==> src/rtl/rectifier_pkg.sv <==
// Shared types and default sizing for the two-channel rectifier arbiter.
package rectifier_pkg;

    localparam int N_DEF       = 16;
    localparam int FRAME_DEF   = 42;
    localparam int TIMEOUT_DEF = 15;

    typedef enum logic [1:0] {
        IDLE  = 2'd0,
        ISSUE = 2'd1,
        WAIT  = 2'd2
    } state_t;

    typedef logic ch_id_t;

endpackage

==> src/rtl/rectifier_rr_grant.sv <==
// Two-way round-robin grant: on a tie the channel that was not served last wins.
module rectifier_rr_grant
    import rectifier_pkg::*;
(
    input  logic [1:0] valid_i,
    input  ch_id_t     last_grant_i,
    output ch_id_t     grant_o,
    output logic       any_o
);

    always_comb begin
        any_o   = |valid_i;
        grant_o = 1'b0;
        if (&valid_i) begin
            grant_o = ~last_grant_i;
        end else if (valid_i[1]) begin
            grant_o = 1'b1;
        end
    end

endmodule

==> src/rtl/rectifier_arbiter.sv <==
// Shares one rectifier between two sample channels, one sample in flight at a time,
// with per-channel frame tracking and a stop-aware timeout on the rectifier result.
module rectifier_arbiter
    import rectifier_pkg::*;
#(
    parameter int N       = N_DEF,
    parameter int FRAME   = FRAME_DEF,
    parameter int TIMEOUT = TIMEOUT_DEF
) (
    input  logic         clk,
    input  logic         rst,
    input  logic         ch0_valid_i,
    input  logic [N-1:0] ch0_data_i,
    output logic         ch0_ready_o,
    input  logic         ch1_valid_i,
    input  logic [N-1:0] ch1_data_i,
    output logic         ch1_ready_o,
    output logic         rect_ready_o,
    output logic [N-1:0] rect_in_data_o,
    input  logic         rect_send_data_i,
    input  logic [N-1:0] rect_out_data_i,
    input  logic         rect_stop_i,
    output logic         res_valid_o,
    output logic [N-1:0] res_data_o,
    output logic         res_ch_o,
    output logic         res_last_o,
    output logic         err_timeout_o
);

    localparam int FW = (FRAME > 1) ? $clog2(FRAME) : 1;
    localparam int TW = $clog2(TIMEOUT + 1);

    state_t               state_q, state_d;
    logic [N-1:0]         hold_data_q, hold_data_d;
    ch_id_t               hold_ch_q, hold_ch_d;
    ch_id_t               last_grant_q, last_grant_d;
    logic [TW-1:0]        timer_q, timer_d;
    logic [1:0][FW-1:0]   frame_q, frame_d;
    logic                 res_valid_q, res_valid_d;
    logic [N-1:0]         res_data_q, res_data_d;
    ch_id_t               res_ch_q, res_ch_d;
    logic                 res_last_q, res_last_d;
    logic                 err_q, err_d;

    ch_id_t               grant;
    logic                 any_valid;
    logic                 at_last;

    rectifier_rr_grant u_grant (
        .valid_i      ({ch1_valid_i, ch0_valid_i}),
        .last_grant_i (last_grant_q),
        .grant_o      (grant),
        .any_o        (any_valid)
    );

    assign at_last = (frame_q[hold_ch_q] == FW'(FRAME - 1));

    always_comb begin
        state_d        = state_q;
        hold_data_d    = hold_data_q;
        hold_ch_d      = hold_ch_q;
        last_grant_d   = last_grant_q;
        timer_d        = timer_q;
        frame_d        = frame_q;
        res_valid_d    = 1'b0;
        res_data_d     = res_data_q;
        res_ch_d       = res_ch_q;
        res_last_d     = res_last_q;
        err_d          = 1'b0;
        ch0_ready_o    = 1'b0;
        ch1_ready_o    = 1'b0;
        rect_ready_o   = 1'b0;
        rect_in_data_o = '0;

        case (state_q)
            IDLE: begin
                if (any_valid && !rect_stop_i) begin
                    ch0_ready_o = (grant == 1'b0);
                    ch1_ready_o = (grant == 1'b1);
                    hold_data_d = grant ? ch1_data_i : ch0_data_i;
                    hold_ch_d   = grant;
                    state_d     = ISSUE;
                end
            end
            ISSUE: begin
                rect_ready_o   = 1'b1;
                rect_in_data_o = hold_data_q;
                timer_d        = '0;
                state_d        = WAIT;
            end
            WAIT: begin
                if (rect_send_data_i) begin
                    res_valid_d          = 1'b1;
                    res_data_d           = rect_out_data_i;
                    res_ch_d             = hold_ch_q;
                    res_last_d           = at_last;
                    frame_d[hold_ch_q]   = at_last ? '0 : frame_q[hold_ch_q] + FW'(1);
                    last_grant_d         = hold_ch_q;
                    state_d              = IDLE;
                end else if (!rect_stop_i) begin
                    // Fires on the TIMEOUT-th unstalled cycle spent waiting.
                    if (timer_q == TW'(TIMEOUT - 1)) begin
                        err_d        = 1'b1;
                        last_grant_d = hold_ch_q;
                        state_d      = IDLE;
                    end else begin
                        timer_d = timer_q + TW'(1);
                    end
                end
            end
            default: state_d = IDLE;
        endcase
    end

    always_ff @(posedge clk or posedge rst) begin
        if (rst) begin
            state_q      <= IDLE;
            hold_data_q  <= '0;
            hold_ch_q    <= 1'b0;
            last_grant_q <= 1'b1;
            timer_q      <= '0;
            frame_q      <= '0;
            res_valid_q  <= 1'b0;
            res_data_q   <= '0;
            res_ch_q     <= 1'b0;
            res_last_q   <= 1'b0;
            err_q        <= 1'b0;
        end else begin
            state_q      <= state_d;
            hold_data_q  <= hold_data_d;
            hold_ch_q    <= hold_ch_d;
            last_grant_q <= last_grant_d;
            timer_q      <= timer_d;
            frame_q      <= frame_d;
            res_valid_q  <= res_valid_d;
            res_data_q   <= res_data_d;
            res_ch_q     <= res_ch_d;
            res_last_q   <= res_last_d;
            err_q        <= err_d;
        end
    end

    assign res_valid_o   = res_valid_q;
    assign res_data_o    = res_data_q;
    assign res_ch_o      = res_ch_q;
    assign res_last_o    = res_last_q;
    assign err_timeout_o = err_q;

endmodule

==> config.mk <==
export PLATFORM = sky130hd
export DESIGN_NAME = rectifier_arbiter
export DESIGN_NICKNAME = d
export VERILOG_FILES = /design/src/rtl/rectifier_pkg.sv /design/src/rtl/rectifier_rr_grant.sv /design/src/rtl/rectifier_arbiter.sv
export SDC_FILE = /design/constraint.sdc
export NUM_CORES = 1
export LEC_CHECK = 0
export BUFFER_PORTS_ARGS = -buffer_cell sky130_fd_sc_hd__buf_2
export CORE_AREA = 4 4 77 79
export DETAILED_ROUTE_END_ITERATION = 10
export DIE_AREA = 0 0 81 83
export GPL_TIMING_DRIVEN = 0
export PLACE_DENSITY_LB_ADDON = 0.3
export SYNTH_ARGS = -nofsm -noshare
export SYNTH_HDL_FRONTEND = slang
export SYNTH_HIERARCHICAL = 1
export SYNTH_SLANG_ARGS = --single-unit
export TNS_END_PERCENT = 100
==> constraint.sdc <==
create_clock -name clk -period 5.8 [get_ports clk]
set_clock_uncertainty 0.05 [all_clocks]
set_input_delay 1.16 -clock clk [delete_from_list [all_inputs] [get_ports clk]]
set_output_delay 1.16 -clock clk [all_outputs]
set_load 0.02 [all_outputs]
==> metrics.log, run 1 <==
[metrics] unique cell type count in the Yosys netlist: 42
[metrics] Die Outline Area: 6720 sq um
[metrics] commonest cells after routing, fill and taps aside: sky130_fd_sc_hd__buf_2, sky130_fd_sc_hd__nand2_1, sky130_fd_sc_hd__dfrtp_1
[metrics] Syn-to-layout area delta: 24.8%
[metrics] wire length after detailed routing: 5930 microns
[metrics] drt first-iter violations: 134
[metrics] mux contribution to synthesized area: 8.59%
[metrics] largest family of logic cells by synthesized area: simple AND/OR/NAND/NOR gates
[metrics] Max H-tree Level: 2
[metrics] YS warnings: 6
[metrics] number of buffers inserted to repair setup after CTS: 0
[metrics] synthesized-area fraction occupied by and/or/nand/nor cells: 26.6%
[metrics] wire length on met1: 2570 microns
[metrics] clock period minus final worst setup slack: 3570 ps
[metrics] number of cell instances on the worst register-to-register path: 8
[metrics] TritonCTS clock tree: built
[metrics] Reg2Reg Capture Point: frame_q[8]$_DFFE_PP0P_
[metrics] combinational share of power: 39.4%
[metrics] detailed route wirelength on metal3: 271 microns
[metrics] launch point of the critical path: ch1_valid_i
[metrics] Post-CTS Hold Fix Bufs: 0
[metrics] Worst Tran Pin Value: 660 ps
[metrics] worst setup path category: in -> out
[metrics] arithmetic-cell share of the synthesized area counting full adders, half adders and majority gates: 1.83%
[metrics] Die Span X: 81 microns
[metrics] endpoint type of the worst setup path: primary output
[metrics] largest net degree at the start of global routing: 38
[metrics] standard cell core area: 5340 sq um
[metrics] Setup WS pre-CTS: 2200 ps
[metrics] post-synthesis net count: 340
[metrics] total negative slack: 0 ps
[metrics] most used cell along the critical path: sky130_fd_sc_hd__buf_2
[metrics] Top Metal Used: met4
[metrics] reported net switching power: 0.541 mW
[metrics] number of iterations in the first detailed-routing pass: 4
[metrics] Lkg Pwr: 1.77 nW
[metrics] setup slack on the worst flop-to-flop path: 3480 ps
[metrics] source-to-sink clock delay at the later pin of the worst-skew pair: 300 ps
[metrics] CP Max Fanout: 10
[metrics] standard cell with the maximum stage delay on the critical path: sky130_fd_sc_hd__buf_2
[metrics] Post-Route Hold Slack: 429 ps
[metrics] sequential fraction of design power: 43.2%
[metrics] xor and xnor fraction of the mapped netlist area: 1.28%
[metrics] wire length of the first global-routing pass: 9910 microns
[metrics] count of cells resized by post-cts repair: 0
[metrics] met2 wire len: 3030 microns
[metrics] routed vias/inst: 5.01
[metrics] Crit path required time: 4590 ps
[metrics] clock buffer depth: 2
[metrics] clock slew at the register clock pins of the worst setup and hold paths: 90 ps
[metrics] most common library cell in the layout ignoring fill and taps: sky130_fd_sc_hd__buf_2
[metrics] switching portion of total power: 37.6%
[metrics] power share of the clock group: 17.4%
[metrics] post-synthesis register bit count: 56
[metrics] complex-gate fraction of the synthesized area: 7.08%
[metrics] initial antenna violation count: 0
[metrics] number of remaining DRC errors: 0
[metrics] aggregate global routing overflow: 0
[metrics] RSZ-0062 raised after global routing: false
[metrics] Total Routing Usage GR: 18.3%
[metrics] IO Pins: 93
[metrics] number of synthesized flops with an enable pin: 0
[metrics] fraction of the yosys area taken by sequential cells: 51.2%
[metrics] clock root cell: sky130_fd_sc_hd__clkbuf_8
[metrics] Hold/Removal Path Class: reg -> reg
[metrics] routability congestion estimate from global placement: 0.820
[metrics] average cell area after synthesis: 9.71 sq um
[metrics] Final Hold Violating Endpoints: 0
[metrics] critical path capture point: ch1_ready_o
[metrics] dominant synthesized flop cell: sky130_fd_sc_hd__dfrtp_1
[metrics] pwr dens: 421 nW/um^2
[metrics] launching point of the worst reg2reg path: hold_ch_q$_DFFE_PP0P_
[metrics] post-detail-place hpwl: 4510 microns
[metrics] vertical die dimension: 83 microns
[metrics] final standard cell utilization of the core: 64.0%
[metrics] post-route worst setup slack: 2230 ps
[metrics] ordered list of cells on the worst path: buf_2 -> a21boi_1 -> buf_2 -> buf_2 -> and2_1 -> buf_2
[metrics] count of input and output buffers: 92
[metrics] delay contributed by the slowest stage of the critical path: 330 ps
[metrics] via count: 2279
[metrics] peak clock frequency supported by timing: 280 MHz
[metrics] drt wl/cell: 13.0 microns
[metrics] final setup violation count: 0
[metrics] Data arrival, critical path: 2360 ps
[metrics] crit start category: primary input
[metrics] Cell Rows: 27
[metrics] post-synth design cell area: 2740 sq um
[metrics] proportion of synthesized flip-flops having asynchronous set or reset: 100%
[metrics] max cap viols: 0
[metrics] total clock sinks: 56
[metrics] CTS buffer count: 5
[metrics] starting density of the core: 51.3%
[metrics] internal power: 0.896 mW
[metrics] total inserted antenna cells: 0
[metrics] vias in the first global route: 2234
[metrics] Mapped Cells: 282
[metrics] net count of the finished layout: 440
[metrics] worst voltage drop across the vdd grid: 0.207 mV
[metrics] fraction of final layout cells sized beyond drive strength 1: 31.3%
[metrics] remaining antenna violation count after routing: 0
[metrics] run status: complete, no violations
[metrics] Design Power: 1.44 mW
[metrics] Final Slew Violations: 0
[metrics] post-route fraction of the period consumed by the critical path: 61.6%
[metrics] worst relative slew slack: 55.4%
[cell families (layout without fill, tap and decap cells)]
| kind of cell | count (synthesis) | after routing |
|---|---|---|
| simple gates | 144 | 144 |
| fa+ha+maj | 4 | 4 |
| buf+inv | 18 | 119 |
| compound gates | 33 | 33 |
| mux | 23 | 23 |
| xor+xnor | 4 | 4 |
| flops | 56 | 56 |
[Yosys cell counts, drive strengths merged, types with 3 or more instances]
cell type | number | area share (%)
nand3 | 8 | 1.5
dfrtp | 55 | 50
mux2i | 19 | 6.9
buf | 11 | 2.5
nand2b | 4 | 0.91
o21ai | 7 | 1.3
a21oi | 16 | 2.9
nand2 | 67 | 9.2
inv | 4 | 0.55
nand3b | 5 | 1.4
a31oi | 3 | 0.69
ha | 4 | 1.8
nand4b | 3 | 0.96
mux2 | 4 | 1.6
and2 | 19 | 4.3
nor4b | 3 | 1.5
nor2b | 3 | 0.69
nor2 | 20 | 2.7
[worst min-delay path by stage]
stage / slack (ps) / start / end / cells after the start
5_1_grt: 450 / res_data_o[0]$_DFFE_PP0P_ / res_data_o[0]$_DFFE_PP0P_ / 2
6_report: 430 / res_data_o[6]$_DFFE_PP0P_ / res_data_o[6]$_DFFE_PP0P_ / 2
4_1_cts: 430 / res_data_o[2]$_DFFE_PP0P_ / res_data_o[2]$_DFFE_PP0P_ / 2
3_3_place_gp: 410 / res_data_o[14]$_DFFE_PP0P_ / res_data_o[14]$_DFFE_PP0P_ / 2
3_5_place_dp: 410 / res_data_o[2]$_DFFE_PP0P_ / res_data_o[2]$_DFFE_PP0P_ / 2
2_1_floorplan: 410 / frame_q[0]$_DFFE_PP0P_ / frame_q[0]$_DFFE_PP0P_ / 1
[registers in the layout, indices dropped and copies added (netlist names)]
name           cells
res_valid_o        1
last_grant_q       1
frame_q           12
res_ch_o           1
res_data_o        16
err_timeout_o      1
res_last_o         1
state_q            2
timer_q            4
hold_ch_q          1
hold_data_q       16
[layout make-up]
cell class / instances / area, sq um
buffer: 13 / 75.1
clock buffer: 6 / 72.6
clock inverter: 2 / 35.0
fill: 473 / 1920
inverter: 5 / 18.8
multi-input combinational: 208 / 1240
sequential: 56 / 1400
tap: 72 / 90.1
timing repair buffer: 93 / 480
[stage by stage]
step	instances	area (sq um)
floorplan	282	2740
global placement	446	3290
detailed placement	447	3310
CTS	455	3420
global route	455	3420
finish	455	3420
[routing by layer]
layer	up-vias	GRT usage, %
met5	-	0
met4	0	5.22
met3	6	3.58
met2	58	30.9
met1	1074	23.7
li1	1141	-
[worst max-delay path: cells and delay by family]
family	cells	cell delay [ps]
AO/OA/AOI/OAI	1	150
AND/OR/NAND/NOR	1	160
buffers and inverters	4	880
[power groups by stage]
stage          Combinational [mW]  Clock, mW  Sequential, mW
2_1_floorplan               0.333          0           0.684
3_3_place_gp                0.558          0           0.623
4_1_cts                     0.573      0.258           0.621
3_5_place_dp                0.571          0           0.629
5_1_grt                     0.634      0.272           0.643
6_report                    0.566      0.250           0.621
Note: power is estimated with default switching activity, not from simulation.
==> run 2: changes to the inputs <==
--- a/config.mk
+++ b/config.mk
@@ -6,9 +6,9 @@
 export NUM_CORES = 1
 export LEC_CHECK = 0
 export BUFFER_PORTS_ARGS = -buffer_cell sky130_fd_sc_hd__buf_2
-export CORE_AREA = 4 4 77 79
+export CORE_AREA = 4 4 79 81
 export DETAILED_ROUTE_END_ITERATION = 10
-export DIE_AREA = 0 0 81 83
+export DIE_AREA = 0 0 83 85
 export GPL_TIMING_DRIVEN = 0
 export PLACE_DENSITY_LB_ADDON = 0.3
 export SYNTH_ARGS = -nofsm -noshare
==> constraint.sdc (replaced) <==
create_clock -name clk -period 3.3 [get_ports clk]
set_clock_uncertainty 0.05 [all_clocks]
set_input_delay 0.66 -clock clk [delete_from_list [all_inputs] [get_ports clk]]
set_output_delay 0.66 -clock clk [all_outputs]
set_load 0.02 [all_outputs]
==> metrics.log, run 2 (synthesis results as in run 1) <==
[metrics] Max H-tree Level: 2
[metrics] Syn-to-layout area delta: 24.8%
[metrics] area of the multi-input gates: 1240 sq um
[metrics] post-route worst setup slack: 688 ps
[metrics] RSZ-0062 raised after global routing: false
[metrics] Final Hold Violating Endpoints: 0
[metrics] TritonCTS clock tree: built
[metrics] count of cells resized by post-cts repair: 0
[metrics] clock buffer depth: 2
[metrics] Setup WS pre-CTS: 727 ps
[metrics] Total Routing Usage GR: 18.1%
[metrics] largest net degree at the start of global routing: 32
[metrics] Reg2Reg Capture Point: frame_q[8]$_DFFE_PP0P_
[metrics] final setup violation count: 0
[metrics] clock root cell: sky130_fd_sc_hd__clkbuf_8
[metrics] Hold/Removal Path Class: in -> async
[metrics] Worst Tran Pin Value: 624 ps
[metrics] source-to-sink clock delay at the later pin of the worst-skew pair: 300 ps
[metrics] IO Pins: 93
[metrics] Design Power: 2.54 mW
[metrics] number of buffers inserted to repair setup after CTS: 0
[metrics] remaining antenna violation count after routing: 0
[metrics] drt wl/cell: 13.9 microns
[metrics] post-route fraction of the period consumed by the critical path: 79.2%
[metrics] worst relative slew slack: 57.8%
[metrics] peak clock frequency supported by timing: 383 MHz
[metrics] vias in the first global route: 2320
[metrics] wire length after detailed routing: 6330 microns
[metrics] routed vias/inst: 5.09
[metrics] Post-Route Hold Slack: 360 ps
[metrics] fraction of final layout cells sized beyond drive strength 1: 31.3%
[metrics] initial antenna violation count: 0
[metrics] aggregate global routing overflow: 0
[metrics] count of input and output buffers: 92
[metrics] starting density of the core: 50.0%
[metrics] Data arrival, critical path: 1900 ps
[metrics] ordered list of cells on the worst path: nand2b_1 -> inv_1 -> clkbuf_1 -> and2_1 -> buf_2
[metrics] post-detail-place hpwl: 4790 microns
[metrics] Final Slew Violations: 0
[metrics] drt first-iter violations: 137
[metrics] total negative slack: 0 ps
[metrics] worst voltage drop across the vdd grid: 0.374 mV
[metrics] via count: 2314
[metrics] crit start category: flop
[metrics] total clock sinks: 56
[metrics] delay contributed by the slowest stage of the critical path: 470 ps
[metrics] standard cell with the maximum stage delay on the critical path: sky130_fd_sc_hd__dfrtp_1
[metrics] Die Span X: 83 microns
[metrics] gate family responsible for the most delay along the worst path: buffers and inverters
[metrics] commonest cells after routing, fill and taps aside: sky130_fd_sc_hd__buf_2, sky130_fd_sc_hd__nand2_1, sky130_fd_sc_hd__dfrtp_1
[metrics] max cap viols: 0
[metrics] run status: complete, no violations
[metrics] clock slew at the register clock pins of the worst setup and hold paths: 90 ps
[metrics] number of iterations in the first detailed-routing pass: 4
[metrics] sequential cell area in the final layout: 1400 sq um
[metrics] routability congestion estimate from global placement: 0.905
[metrics] endpoint type of the worst setup path: primary output
[metrics] net count of the finished layout: 440
[metrics] standard cell core area: 5470 sq um
[metrics] Die Outline Area: 7060 sq um
[metrics] Post-CTS Hold Fix Bufs: 0
[metrics] Lkg Pwr: 1.77 nW
[metrics] setup slack on the worst flop-to-flop path: 1040 ps
[metrics] CP Max Fanout: 10
[metrics] vertical die dimension: 85 microns
[metrics] Critical path buffers and inverters: 3
[metrics] number of cell instances on the worst register-to-register path: 8
[metrics] most common library cell in the layout ignoring fill and taps: sky130_fd_sc_hd__buf_2
[metrics] pwr dens: 743 nW/um^2
[metrics] CTS buffer count: 5
[metrics] Cell Rows: 27
[metrics] number of filler cells placed in the layout: 486
[metrics] clock period minus final worst setup slack: 2610 ps
[metrics] number of remaining DRC errors: 0
[metrics] wire length of the first global-routing pass: 10700 microns
[metrics] Crit path required time: 2590 ps
[metrics] total inserted antenna cells: 0
[metrics] launching point of the worst reg2reg path: hold_ch_q$_DFFE_PP0P_
[metrics] worst setup path category: reg -> out
[run 2: cell counts in the layout (fill, tap and decap cells not counted)]
No cell type changed its count.
[run 2: through the flow]
step           util, %  cell area, sq um  instances
2_1_floorplan        -              2740        282
3_3_place_gp      60.1              3290        446
3_5_place_dp      60.4              3310        447
4_1_cts           62.4              3420        455
5_1_grt           62.4              3420        455
6_report          62.4              3420        455
[run 2: power by group]
group	total [mW]	switching, mW	leakage [nW]	internal (mW)
clock network	0.437	0.211	0.0552	0.226
registers	1.10	0.158	0.666	0.938
logic	1.01	0.594	1.05	0.412
[run 2: worst max-delay path by stage]
stage / depth (start not counted) / to / start / slack [ps]
3_3_place_gp: 2 / hold_data_q[14]$_DFFE_PP0P_ / rst / 520
5_1_grt: 5 / rect_in_data_o[11] / state_q[1]$_DFFE_PP0P_ / 510
3_5_place_dp: 6 / ch1_ready_o / ch1_valid_i / 730
2_1_floorplan: 4 / ch1_ready_o / ch1_valid_i / 1020
6_report: 5 / rect_in_data_o[5] / state_q[1]$_DFFE_PP0P_ / 690
4_1_cts: 5 / rect_in_data_o[5] / state_q[1]$_DFFE_PP0P_ / 650
[run 2: area by class of cell]
class	count	share of cell area, %
well taps	72	2.64
plain buffers	13	2.20
repair buffers	93	14.1
clock buffers	6	2.12
clock inverters	2	1.03
flip-flops and latches	56	41.1
multi-input cells	208	36.3
inverters	5	0.549
[run 2: worst register-to-register path, delay by kind of cell (launching register included)]
| kind | cells | cell delay [ps] |
|---|---|---|
| compound gates | 1 | 290 |
| flops | 1 | 350 |
| simple gates | 3 | 750 |
| fa+ha+maj | 1 | 210 |
| mux | 1 | 240 |
| buf+inv | 2 | 280 |
[run 2: per-layer routing]
metal	GRT usage [%]	vias up	part of all wire, %
met5	0	-	0
met4	4.61	0	0.84
met3	2.52	4	2.9
met2	32.9	45	53
met1	22.6	1121	43
li1	-	1144	-
==> run 3: changes to the inputs <==
--- a/config.mk
+++ b/config.mk
@@ -6,9 +6,9 @@
 export NUM_CORES = 1
 export LEC_CHECK = 0
 export BUFFER_PORTS_ARGS = -buffer_cell sky130_fd_sc_hd__buf_2
-export CORE_AREA = 4 4 79 81
+export CORE_AREA = 4 4 83 85
 export DETAILED_ROUTE_END_ITERATION = 10
-export DIE_AREA = 0 0 83 85
+export DIE_AREA = 0 0 87 89
 export GPL_TIMING_DRIVEN = 0
 export PLACE_DENSITY_LB_ADDON = 0.3
 export SYNTH_ARGS = -nofsm -noshare
==> constraint.sdc (replaced) <==
create_clock -name clk -period 2.27 [get_ports clk]
set_clock_uncertainty 0.05 [all_clocks]
set_input_delay 0.454 -clock clk [delete_from_list [all_inputs] [get_ports clk]]
set_output_delay 0.454 -clock clk [all_outputs]
set_load 0.02 [all_outputs]
==> metrics.log, run 3 (synthesis results as in run 1) <==
[metrics] endpoint type of the worst setup path: primary output
[metrics] routed vias/inst: 4.97
[metrics] routability congestion estimate from global placement: 0.828
[metrics] Design Power: 3.75 mW
[metrics] clock slew at the register clock pins of the worst setup and hold paths: 100 ps
[metrics] Syn-to-layout area delta: 26.4%
[metrics] gate family responsible for the most delay along the worst path: buffers and inverters
[metrics] wire length after detailed routing: 6120 microns
[metrics] delay contributed by the slowest stage of the critical path: 540 ps
[metrics] most common library cell in the layout ignoring fill and taps: sky130_fd_sc_hd__buf_2
[metrics] net count of the finished layout: 441
[metrics] Crit path required time: 1770 ps
[metrics] drt first-iter violations: 97
[metrics] Max H-tree Level: 2
[metrics] CP Max Fanout: 10
[metrics] aggregate global routing overflow: 0
[metrics] CTS buffer count: 5
[metrics] Lkg Pwr: 1.79 nW
[metrics] final setup violation count: 0
[metrics] vertical die dimension: 89 microns
[metrics] remaining antenna violation count after routing: 0
[metrics] Total Routing Usage GR: 16.6%
[metrics] count of input and output buffers: 92
[metrics] wire length of the first global-routing pass: 10100 microns
[metrics] TritonCTS clock tree: built
[metrics] clock root cell: sky130_fd_sc_hd__clkbuf_8
[metrics] area of the multi-input gates: 1250 sq um
[metrics] Final Hold Violating Endpoints: 0
[metrics] max cap viols: 0
[metrics] vias in the first global route: 2250
[metrics] fraction of final layout cells sized beyond drive strength 1: 33.1%
[metrics] total clock sinks: 56
[metrics] drt wl/cell: 13.3 microns
[metrics] clock period minus final worst setup slack: 2140 ps
[metrics] IO Pins: 93
[metrics] source-to-sink clock delay at the later pin of the worst-skew pair: 310 ps
[metrics] number of filler cells placed in the layout: 572
[metrics] RSZ-0062 raised after global routing: false
[metrics] total negative slack: 0 ps
[metrics] standard cell with the maximum stage delay on the critical path: sky130_fd_sc_hd__dfstp_2
[metrics] sequential cell area in the final layout: 1410 sq um
[metrics] pwr dens: 1080 nW/um^2
[metrics] worst voltage drop across the vdd grid: 0.622 mV
[metrics] Die Outline Area: 7740 sq um
[metrics] Critical path buffers and inverters: 3
[metrics] largest net degree at the start of global routing: 30
[metrics] post-detail-place hpwl: 4700 microns
[metrics] ordered list of cells on the worst path: a21boi_1 -> clkbuf_4 -> buf_4 -> and2_1 -> buf_2
[metrics] crit start category: flop
[metrics] Cell Rows: 29
[metrics] worst setup path category: reg -> out
[metrics] total inserted antenna cells: 0
[metrics] number of iterations in the first detailed-routing pass: 4
[metrics] via count: 2289
[metrics] Data arrival, critical path: 1640 ps
[metrics] number of cells in the finished layout apart from fillers: 461
[metrics] worst relative slew slack: 59.5%
[metrics] peak clock frequency supported by timing: 467 MHz
[metrics] Hold/Removal Path Class: in -> async
[metrics] clock buffer depth: 2
[metrics] standard cell core area: 6200 sq um
[metrics] Post-Route Hold Slack: 151 ps
[metrics] number of remaining DRC errors: 0
[metrics] Final Slew Violations: 0
[metrics] placed cell count: 452
[metrics] post-route fraction of the period consumed by the critical path: 94.3%
[metrics] Die Span X: 87 microns
[metrics] initial antenna violation count: 0
[metrics] run status: complete, no violations
[metrics] Worst Tran Pin Value: 606 ps
[metrics] commonest cells after routing, fill and taps aside: sky130_fd_sc_hd__buf_2, sky130_fd_sc_hd__nand2_1, sky130_fd_sc_hd__dfrtp_1
[metrics] starting density of the core: 44.1%
==> run 3: changes by cell type in the layout (fill, tap and decap cells not counted), moves of 2 or more <==
cell	change
sky130_fd_sc_hd__clkbuf_4	+2
sky130_fd_sc_hd__buf_2	-2
sky130_fd_sc_hd__dfrtp_1	-2
sky130_fd_sc_hd__dfrtp_2	+2
sky130_fd_sc_hd__buf_4	+2
sky130_fd_sc_hd__clkbuf_1	-2
==> run 3: final timing paths <==
check | startpoint | to | slack, ps | cells after the start
worst max-delay path | last_grant_q$_DFFE_PP1P_ | ch1_ready_o | 130 | 5
worst max register to register | hold_ch_q$_DFFE_PP0P_ | frame_q[8]$_DFFE_PP0P_ | 210 | 8
worst min-delay path | rst | res_valid_o$_DFF_PP0_ | 150 | 2
max in group asynchronous | rst | last_grant_q$_DFFE_PP1P_ | 1390 | 3
min in group clk | rect_out_data_i[4] | res_data_o[4]$_DFFE_PP0P_ | 280 | 3
worst min register to register | res_data_o[1]$_DFFE_PP0P_ | res_data_o[1]$_DFFE_PP0P_ | 430 | 2
==> run 3: power by group <==
part / switching, mW / internal, mW / leakage (nW)
sequential: 0.230 / 1.37 / 0.663
clock: 0.331 / 0.361 / 0.0614
combinational: 0.855 / 0.611 / 1.06
==> run 3: metal layers <==
metal | up-vias | global-route usage (%) | routed length, microns
met1 | 1079 | 19.5 | 2510
li1 | 1140 | - | -
met2 | 63 | 29.7 | 3160
met5 | - | 0 | 0
met3 | 7 | 3.87 | 348
met4 | 0 | 5.52 | 99
==> run 3: repair_timing <==
item,in CTS,in global routing
gates resized for setup,4,5
hold buffers,0,0
endpoints found under the setup margin,11,9
cloned,0,0
buffers inserted,0,1
==> run 3: worst register-to-register path: stages (launching register included) <==
cell and delay (ps):
sky130_fd_sc_hd__dfrtp_1 350, sky130_fd_sc_hd__buf_6 130, sky130_fd_sc_hd__buf_6 150, sky130_fd_sc_hd__mux2i_1 240, sky130_fd_sc_hd__ha_1 200, sky130_fd_sc_hd__nor4b_2 330, sky130_fd_sc_hd__o211ai_2 250, sky130_fd_sc_hd__nand4b_1 170
sky130_fd_sc_hd__nand3_1 80
==> run 3: area by class of cell <==
type | instances | share of cell area, %
Multi-Input combinational cell | 208 | 36.0
Buffer | 13 | 2.42
Tap cell | 77 | 2.78
Inverter | 5 | 0.542
Clock inverter | 2 | 1.12
Clock buffer | 6 | 2.39
Sequential cell | 56 | 40.6
Timing Repair Buffer | 94 | 14.1
==> run 3: metrics by stage <==
stage / cell area [sq um] / utilization [%] / setup slack [ps]
global route: 3460 / 55.8 / 6.62
finish: 3460 / 55.8 / 129
global placement: 3290 / 53.1 / -338
floorplan: 2740 / - / 303
detailed placement: 3310 / 53.4 / 5.98
CTS: 3450 / 55.5 / 20.0
